$ cat config.mk
export PLATFORM = sky130hd
export DESIGN_NAME = instr_mem_loader
export DESIGN_NICKNAME = d
export VERILOG_FILES = /design/src/rtl/instr_mem_loader.sv
export SDC_FILE = /design/constraint.sdc
export NUM_CORES = 1
export LEC_CHECK = 0
export BUFFER_PORTS_ARGS = -buffer_cell sky130_fd_sc_hd__buf_2
export CORE_MARGIN = 5
export CORE_UTILIZATION = 30
export DETAILED_ROUTE_END_ITERATION = 7
export SYNTH_ARGS = -nofsm -noshare
export SYNTH_HDL_FRONTEND = slang
export SYNTH_SLANG_ARGS = --single-unit
$ cat constraint.sdc
create_clock -name clk_i -period 3.45 [get_ports clk_i]
set_clock_uncertainty 0.2 [all_clocks]
set_input_delay 0.5175 -clock clk_i [delete_from_list [all_inputs] [get_ports clk_i]]
set_output_delay 0.5175 -clock clk_i [all_outputs]
set_load 0.02 [all_outputs]
$ cat src/rtl/instr_mem_loader.sv
// Boot loader: assembles a big-endian byte stream into 32-bit words and writes them to instruction memory.
// Define LOADER_CHECKSUM_EN to append a modulo-256 checksum byte that must match before the CPU is released.
module instr_mem_loader #(
  parameter logic [31:0] BASE_ADDR = 32'd0,
  parameter int          MAX_WORDS = 256
) (
  input  logic        clk_i,
  input  logic        rst_i,
  input  logic        start_i,
  input  logic [9:0]  word_count_i,
  input  logic        byte_valid_i,
  input  logic [7:0]  byte_data_i,
  output logic        byte_ready_o,
  output logic        im_we_o,
  output logic [31:0] im_addr_o,
  output logic [31:0] im_wdata_o,
  output logic        cpu_rst_n_o,
  output logic        busy_o,
  output logic        done_o,
  output logic        err_o
);

  localparam logic [2:0] S_IDLE  = 3'd0;
  localparam logic [2:0] S_LOAD  = 3'd1;
  localparam logic [2:0] S_WRITE = 3'd2;
  localparam logic [2:0] S_DONE  = 3'd3;
`ifdef LOADER_CHECKSUM_EN
  localparam logic [2:0] S_CHECK = 3'd4;
  localparam logic [2:0] S_ERROR = 3'd5;
  localparam logic [2:0] S_FINISH = S_CHECK;
`else
  localparam logic [2:0] S_FINISH = S_DONE;
`endif

  // word_count_i is 10 bits, so a limit above 1023 can never clamp
  localparam logic [9:0] MAX_W = (MAX_WORDS > 1023) ? 10'd1023 : 10'(MAX_WORDS);

  logic [2:0]  state_reg,    state_next;
  logic [9:0]  count_reg,    count_next;
  logic [9:0]  written_reg,  written_next;
  logic [1:0]  byte_idx_reg, byte_idx_next;
  logic [23:0] shift_reg,    shift_next;
  logic [31:0] addr_reg,     addr_next;
  logic [31:0] wr_addr_reg,  wr_addr_next;
  logic [31:0] wr_data_reg,  wr_data_next;
`ifdef LOADER_CHECKSUM_EN
  logic [7:0]  sum_reg,      sum_next;
`endif

  logic       byte_fire;
  logic [9:0] clamped_count;
  logic       last_word;

  assign byte_fire     = byte_valid_i & byte_ready_o;
  assign clamped_count = (word_count_i > MAX_W) ? MAX_W : word_count_i;
  assign last_word     = ((written_reg + 10'd1) == count_reg);

  always_comb begin
    state_next    = state_reg;
    count_next    = count_reg;
    written_next  = written_reg;
    byte_idx_next = byte_idx_reg;
    shift_next    = shift_reg;
    addr_next     = addr_reg;
    wr_addr_next  = wr_addr_reg;
    wr_data_next  = wr_data_reg;
`ifdef LOADER_CHECKSUM_EN
    sum_next      = sum_reg;
`endif
    case (state_reg)
      S_IDLE, S_DONE: begin
        if (start_i) begin
          count_next    = clamped_count;
          written_next  = 10'd0;
          byte_idx_next = 2'd0;
          addr_next     = BASE_ADDR;
`ifdef LOADER_CHECKSUM_EN
          sum_next      = 8'd0;
`endif
          state_next    = (clamped_count == 10'd0) ? S_FINISH : S_LOAD;
        end
      end
      S_LOAD: begin
        if (byte_fire) begin
          shift_next    = {shift_reg[15:0], byte_data_i};
          byte_idx_next = byte_idx_reg + 2'd1;
`ifdef LOADER_CHECKSUM_EN
          sum_next      = sum_reg + byte_data_i;
`endif
          // The 4th byte completes the word; capture it for the write cycle
          if (byte_idx_reg == 2'd3) begin
            wr_data_next = {shift_reg, byte_data_i};
            wr_addr_next = addr_reg;
            state_next   = S_WRITE;
          end
        end
      end
      S_WRITE: begin
        addr_next     = addr_reg + 32'd4;
        written_next  = written_reg + 10'd1;
        byte_idx_next = 2'd0;
        state_next    = last_word ? S_FINISH : S_LOAD;
      end
`ifdef LOADER_CHECKSUM_EN
      S_CHECK: begin
        if (byte_fire) begin
          state_next = (byte_data_i == sum_reg) ? S_DONE : S_ERROR;
        end
      end
      S_ERROR: begin
        state_next = S_ERROR;
      end
`endif
      default: begin
        state_next = S_IDLE;
      end
    endcase
  end

  always_ff @(posedge clk_i) begin
    if (rst_i) begin
      state_reg    <= S_IDLE;
      count_reg    <= 10'd0;
      written_reg  <= 10'd0;
      byte_idx_reg <= 2'd0;
      shift_reg    <= 24'd0;
      addr_reg     <= BASE_ADDR;
      wr_addr_reg  <= BASE_ADDR;
      wr_data_reg  <= 32'd0;
`ifdef LOADER_CHECKSUM_EN
      sum_reg      <= 8'd0;
`endif
    end else begin
      state_reg    <= state_next;
      count_reg    <= count_next;
      written_reg  <= written_next;
      byte_idx_reg <= byte_idx_next;
      shift_reg    <= shift_next;
      addr_reg     <= addr_next;
      wr_addr_reg  <= wr_addr_next;
      wr_data_reg  <= wr_data_next;
`ifdef LOADER_CHECKSUM_EN
      sum_reg      <= sum_next;
`endif
    end
  end

  assign im_we_o     = (state_reg == S_WRITE);
  assign im_addr_o   = wr_addr_reg;
  assign im_wdata_o  = wr_data_reg;
  assign done_o      = (state_reg == S_DONE);
  assign cpu_rst_n_o = (state_reg == S_DONE);

`ifdef LOADER_CHECKSUM_EN
  assign byte_ready_o = (state_reg == S_LOAD) || (state_reg == S_CHECK);
  assign busy_o       = (state_reg == S_LOAD) || (state_reg == S_WRITE) || (state_reg == S_CHECK);
  assign err_o        = (state_reg == S_ERROR);
`else
  assign byte_ready_o = (state_reg == S_LOAD);
  assign busy_o       = (state_reg == S_LOAD) || (state_reg == S_WRITE);
  assign err_o        = 1'b0;
`endif

endmodule
==> flow_summary.toml, run 1 <==
[cells_and_area]
largest_reg_flops = 32
final_util_pct = 36.8
final_nets = 817
layout-drive-gt1-share_pct = 20.0
area_growth_pct = 21.6
num_antenna_cells = 0

[yosys]
yosysTopAreaCell = "dfxtp_1"
synth_area_mm2 = 0.00583
synthFlopType = "dfxtp_1"
yosysMostFrequentCell = "nand2_1"
synth_area_leaders = "dfxtp_1 (48%), nand2_1 (13%), a21oi_1 (8.7%)"
netlist_top_cells_count = "nand2_1 (195), dfxtp_1 (140), a21oi_1 (101)"
seq_area_frac_synth_pct = 48.1
ys_warn_count = 0
synth_cells = 720
synthArstFlopShare_pct = 0
yosys.area.top_type_share_pct = 48.1
synth_area_per_cell_um2 = 8.09
yosysUniqueCellTypes = 55
synth_edf_count = 0
ys_seq_elements = 140

[pwr]
ir_drop_uv = 488
p_sw_share_pct = 28.9
power.switching_mw = 1.21
p_leak_nw = 2.58
power_density_mw_per_mm2 = 588
p_clk_share_pct = 44.6
pwr-share-comb_pct = 14.3
intPower_mw = 2.96
seq_power_share_pct = 41.0

[detailed_routing]
post_drt_wl_per_cell_um = 12.8
vias_per_cell = 4.58
routed_wl_um = 13700
dr.first_iter.drc_count = 212
vias = 4877
drc = 0
ant_nets = 0
first_pass_iters = 4

[critical_path]
cp.depth = 7
worstRegToRegCells = 7
startpoint = "state_reg[0]"
crit_chain = "inv_1, ha_1, mux2_2, nand3_1, nor4_1, xnor2_1, nor2_2"
worst-path-buf-inv = 1
cp.required_ns = 3.55
slowest_stage = "nor4_1"
cp-end-kind = "flop"
crit_family = "simple AND/OR/NAND/NOR gates"
worstSetupPathType = "reg2reg"
worstSetupStartpointType = "flop"
r2r-start = "state_reg[0]"
critical_path_peak_fanout = 14
cp.arrival_ns = 2.75
cp_slowest_stage_delay_ns = 0.51

[timing]
worstMarginPinSlew_ns = 1.02
slew_viol_final = 0
fmax_mhz = 378
rsz0062_at_grt = "no"
slew_headroom_pct = 31.5
tns_ns = 0
hold_viol_final = 0
hold_ws_ns = 0.152
fin_crit_sh_pct = 76.7
finalSetupViolations = 0
fin_crit_ns = 2.65

[die]
rows = 51
fp.dieW_um = 149
start_util_pct = 30.2
die_area_mm2 = 0.0223
top_level_ports = 92
die_y_um = 149
core_area_mm2 = 0.0193

[clocking]
cts_setup_buffers = 0
htreeDepth = 4
holdBufCountCts = 0
clk_pin_slew_worst_paths_ns = 0.06
numCtsBuffers = 17
clk_path_buf_depth = 2
cts_tree = "done"
cts-root-buf = "clkbuf_16"
cts_resized = 0
clock_latency_ns = 0.42
clock_sinks = 140

[grt]
globalRouteOverflowTotal = 0
grt_max_degree = 63
grt_pass1_wl_um = 22200
grtUsageTotal_pct = 12.3
antenna_found_initial = 0
grt_pass1_vias = 4381

[place]
gp_congestion = 0.770
dpl.hpwl_um = 9170
numPortBuffers = 88

[hold_path]
hp-start = "byte_data_i[7]"
hold_depth = 3
hold_path_class = "in2reg"

[status]
status = "finished clean"

[job]
drv_cap = 0
[cell families after synthesis]
logic type / synth area share (%)
compound gates: 13.7
xor+xnor: 5.26
fa+ha+maj: 1.50
buf+inv: 4.87
flops: 48.1
mux: 1.14
other cells: 0.0643
simple gates: 25.4
[cell type report]
| class | instances | area, um^2 |
|---|---|---|
| well taps | 265 | 332 |
| repair buffers | 99 | 538 |
| multi-input cells | 517 | 2760 |
| inverters | 13 | 48.8 |
| clock inverters | 13 | 154 |
| clock buffers | 19 | 453 |
| flip-flops and latches | 140 | 2800 |
| fillers | 2030 | 12200 |
[worst register-to-register path: stages, from the launching register on]
cell and delay [ns]:
dfxtp_1 0.41, inv_1 0.06, ha_1 0.36, mux2_2 0.26, nand3_1 0.50, nor4_1 0.51
xnor2_1 0.18, nor2_2 0.04
[stage by stage]
step                cells  cell area (um^2)  worst slack, ns  power (mW)
finish               1066              7080            0.805        4.17
global route         1066              7080            0.576        4.38
CTS                  1066              7080            0.814        4.23
detailed placement   1034              6480            0.829        2.35
global placement     1034              6480            0.848        2.35
floorplan             722              5840             1.13        2.16
[final timing paths]
check	endpoint	slack, ns
worst max register to register	addr_reg[30]	0.80
worst min-delay path	im_wdata_o[7]	0.15
worst max-delay path	addr_reg[30]	0.80
worst min register to register	im_wdata_o[11]	0.25
[power by group through the flow]
stage	Clock, mW	Sequential, mW	Combinational [mW]
detailed placement	0	1.75	0.608
finish	1.86	1.71	0.597
CTS	1.91	1.71	0.610
global route	1.99	1.72	0.669
global placement	0	1.74	0.606
floorplan	0	1.73	0.430
[routing by layer]
metal  GRT usage (%)  up-vias  wire, um
met5               0        -         0
met4            4.53        0       210
met3            3.22       17       601
met2            18.8       92      6180
met1            16.8     2226      6700
li1                -     2542         -
[placed cells by master (no fill, tap or decap), types with 11 or more instances in the layout]
| cell | netlist | routed |
|---|---|---|
| nand2_1 | 195 | 194 |
| dfxtp_1 | 140 | 140 |
| a21oi_1 | 101 | 101 |
| buf_2 | 1 | 87 |
| nor2_1 | 54 | 54 |
| xnor2_1 | 31 | 31 |
| clkbuf_16 | 0 | 17 |
| a22oi_1 | 14 | 14 |
| inv_1 | 12 | 12 |
| nand3_1 | 11 | 11 |
| o21ai_0 | 11 | 11 |
| nor3_1 | 11 | 11 |
| buf_4 | 4 | 11 |
(Power assumes the default switching activity.)
==> run 2, diff against run 1 <==
ABC_AREA = 1   (was default)
clock period = 2.8 ns   (was 3.45 ns; I/O delays follow)
==> flow_summary.toml, run 2 <==
[critical_path]
cp_common_cell = "nand2_1"
cp_slowest_stage_delay_ns = 0.42
worstSetupStartpointType = "flop"
reg2reg_setup_slack_ns = 0.36
worst-path-buf-inv = 1
r2r-end = "addr_reg[19]"
worstSetupPathType = "reg2reg"
critical_path_peak_fanout = 7
r2r-start = "state_reg[0]"
slowest_stage = "dfxtp_1"
worstRegToRegCells = 13
crit_chain = "inv_1, ha_1, nand2_1, o21ai_4, nand2_2, nor2_4, nand2_2, nor2_4, nand2_1, nor2_2, nand2_1, o21ai_1, nor2_1"
cp-end-kind = "flop"
crit_family = "simple AND/OR/NAND/NOR gates"
cp.required_ns = 2.91
cp.arrival_ns = 2.55

[yosys]
synth_edf_count = 0
synth_area_mm2 = 0.00610
ys_seq_elements = 140
yosys.area.top_type_share_pct = 45.9
synth_area_per_cell_um2 = 7.19
yosysUniqueCellTypes = 36
seq_area_frac_synth_pct = 45.9
synthFlopType = "dfxtp_1"
netlist_top_cells_count = "nand2_1 (176), dfxtp_1 (140), a21oi_1 (114)"
yosysMostFrequentCell = "nand2_1"
synthArstFlopShare_pct = 0
ys_warn_count = 0
synth_area_leaders = "dfxtp_1 (46%), nand2_1 (11%), a21oi_1 (9.4%)"
yosysTopAreaCell = "dfxtp_1"
synth_cells = 849

[clocking]
cts_setup_buffers = 0
htreeDepth = 4
clk_pin_slew_worst_paths_ns = 0.06
holdBufCountCts = 0
cts-root-buf = "clkbuf_16"
clock_sinks = 140
cts_tree = "done"
clk_path_buf_depth = 2
cts_resized = 0
clock_latency_ns = 0.42
numCtsBuffers = 17

[cells_and_area]
layout-drive-gt1-share_pct = 16.1
mostFrequentLayoutCell = "nand2_1"
num_antenna_cells = 0
largest_reg_flops = 32
fin_area_mm2 = 0.00738
area_growth_pct = 20.9
fill_cells = 2148
final_cell_mix = "nand2_1 (175), dfxtp_1 (140), a21oi_1 (114), nand3_1 (95), nor2_1 (89)"
final_nets = 951

[detailed_routing]
vias = 5637
drc = 0
routed_wl_um = 15400
dr.first_iter.drc_count = 301
first_pass_iters = 5
ant_nets = 0
vias_per_cell = 4.68
post_drt_wl_per_cell_um = 12.8

[grt]
antenna_found_initial = 0
globalRouteOverflowTotal = 0
grt_pass1_vias = 5302
grt_pass1_wl_um = 26000
grt_max_degree = 60
grtUsageTotal_pct = 13.3

[pwr]
power.total_mw = 5.41
pwr-share-comb_pct = 17.4
p_leak_nw = 2.82
p_sw_share_pct = 31.7
power.switching_mw = 1.71
p_clk_share_pct = 40.8
power_density_mw_per_mm2 = 733
seq_power_share_pct = 41.9
intPower_mw = 3.69
ir_drop_uv = 514

[die]
fp.dieW_um = 153
top_level_ports = 92
core_area_mm2 = 0.0201
start_util_pct = 30.3
die_y_um = 153
rows = 52
die_area_mm2 = 0.0233

[place]
dpl.hpwl_um = 10800
gp_congestion = 0.821
numPortBuffers = 88
postPlaceCellArea_mm2 = 0.00680

[hold_path]
min_to = "count_reg[3]"
hold_path_class = "in2reg"
hold_depth = 3
hp-start = "word_count_i[3]"

[timing]
fin_crit_ns = 2.44
worstMarginPinSlew_ns = 0.606
tns_ns = 0
finalSetupViolations = 0
fmax_mhz = 409
slew_viol_final = 0
rsz0062_at_grt = "no"
fin_crit_sh_pct = 87.2
slew_headroom_pct = 59.6
hold_viol_final = 0

[job]
drv_cap = 0

[status]
status = "finished clean"
## run 2: changes by cell type after synthesis, sizes merged, moves of 7 or more
cell    change
nand3      +84
a22oi      -14
inv        +45
nor4        -9
xnor2      -28
clkbuf      -7
nor2       +39
a21oi      +13
o21ai      +40
nand2      -16
nand4      +12
## run 2: kinds of logic (layout without fill, tap and decap cells)
family	Yosys count	in the layout	share of synthesized area, %
simple gates	414	414	30.0
fa+ha+maj	7	7	1.44
flops	140	140	45.9
compound gates	173	173	14.6
buf+inv	107	191	6.93
xor+xnor	7	7	1.00
other cells	1	3	0.0615
## run 2: cell type report
class	count	area [um^2]	share of cell area [%]
timing repair buffer	102	558	7.56
multi-input combinational	604	2890	39.1
sequential	140	2800	38.0
inverter	57	216	2.93
tap	270	338	4.58
clock buffer	17	425	5.77
clock inverter	15	150	2.03
## run 2: how the worst max path moves through the flow
| stage | depth (start not counted) | to | startpoint | slack [ns] |
|---|---|---|---|---|
| floorplan | 13 | addr_reg[22] | state_reg[0] | 0.58 |
| global placement | 13 | addr_reg[19] | state_reg[0] | 0.48 |
| detailed placement | 13 | addr_reg[19] | state_reg[0] | 0.35 |
| CTS | 13 | addr_reg[19] | state_reg[0] | 0.35 |
| global route | 13 | addr_reg[19] | state_reg[0] | 0.16 |
| finish | 13 | addr_reg[19] | state_reg[0] | 0.36 |
## run 2: power by group through the flow
stage | combinational, mW | sequential, mW | clock, mW
4_1_cts | 0.945 | 2.26 | 2.25
3_3_place_gp | 0.928 | 2.30 | 0
6_report | 0.938 | 2.26 | 2.20
5_1_grt | 1.06 | 2.28 | 2.36
3_5_place_dp | 0.942 | 2.31 | 0
2_1_floorplan | 0.685 | 2.27 | 0
## run 2: worst register-to-register path, stage by stage, from the launching register on
cell and delay (ns):
dfxtp_1 0.42, inv_1 0.07, ha_1 0.38, nand2_1 0.18
o21ai_4 0.14, nand2_2 0.12, nor2_4 0.17, nand2_2 0.10
nor2_4 0.10, nand2_1 0.08, nor2_2 0.14, nand2_1 0.06
o21ai_1 0.12, nor2_1 0.05
## run 2: stage by stage
step,setup WS (ns),hold WS [ns],utilization (%),instances
5_1_grt,0.156,0.0593,36.7,1205
3_3_place_gp,0.478,0.248,33.8,1173
2_1_floorplan,0.576,0.243,-,851
6_report,0.357,0.0613,36.7,1205
4_1_cts,0.348,0.0375,36.7,1205
3_5_place_dp,0.350,0.251,33.8,1173
## run 2: per-layer routing
| metal | up-vias | global-route usage, % | part of all wire [%] |
|---|---|---|---|
| met3 | 18 | 3.95 | 5.3 |
| met5 | - | 0 | 0 |
| li1 | 2967 | - | - |
| met4 | 0 | 3.78 | 1.4 |
| met2 | 121 | 21.3 | 45 |
| met1 | 2531 | 17.5 | 48 |
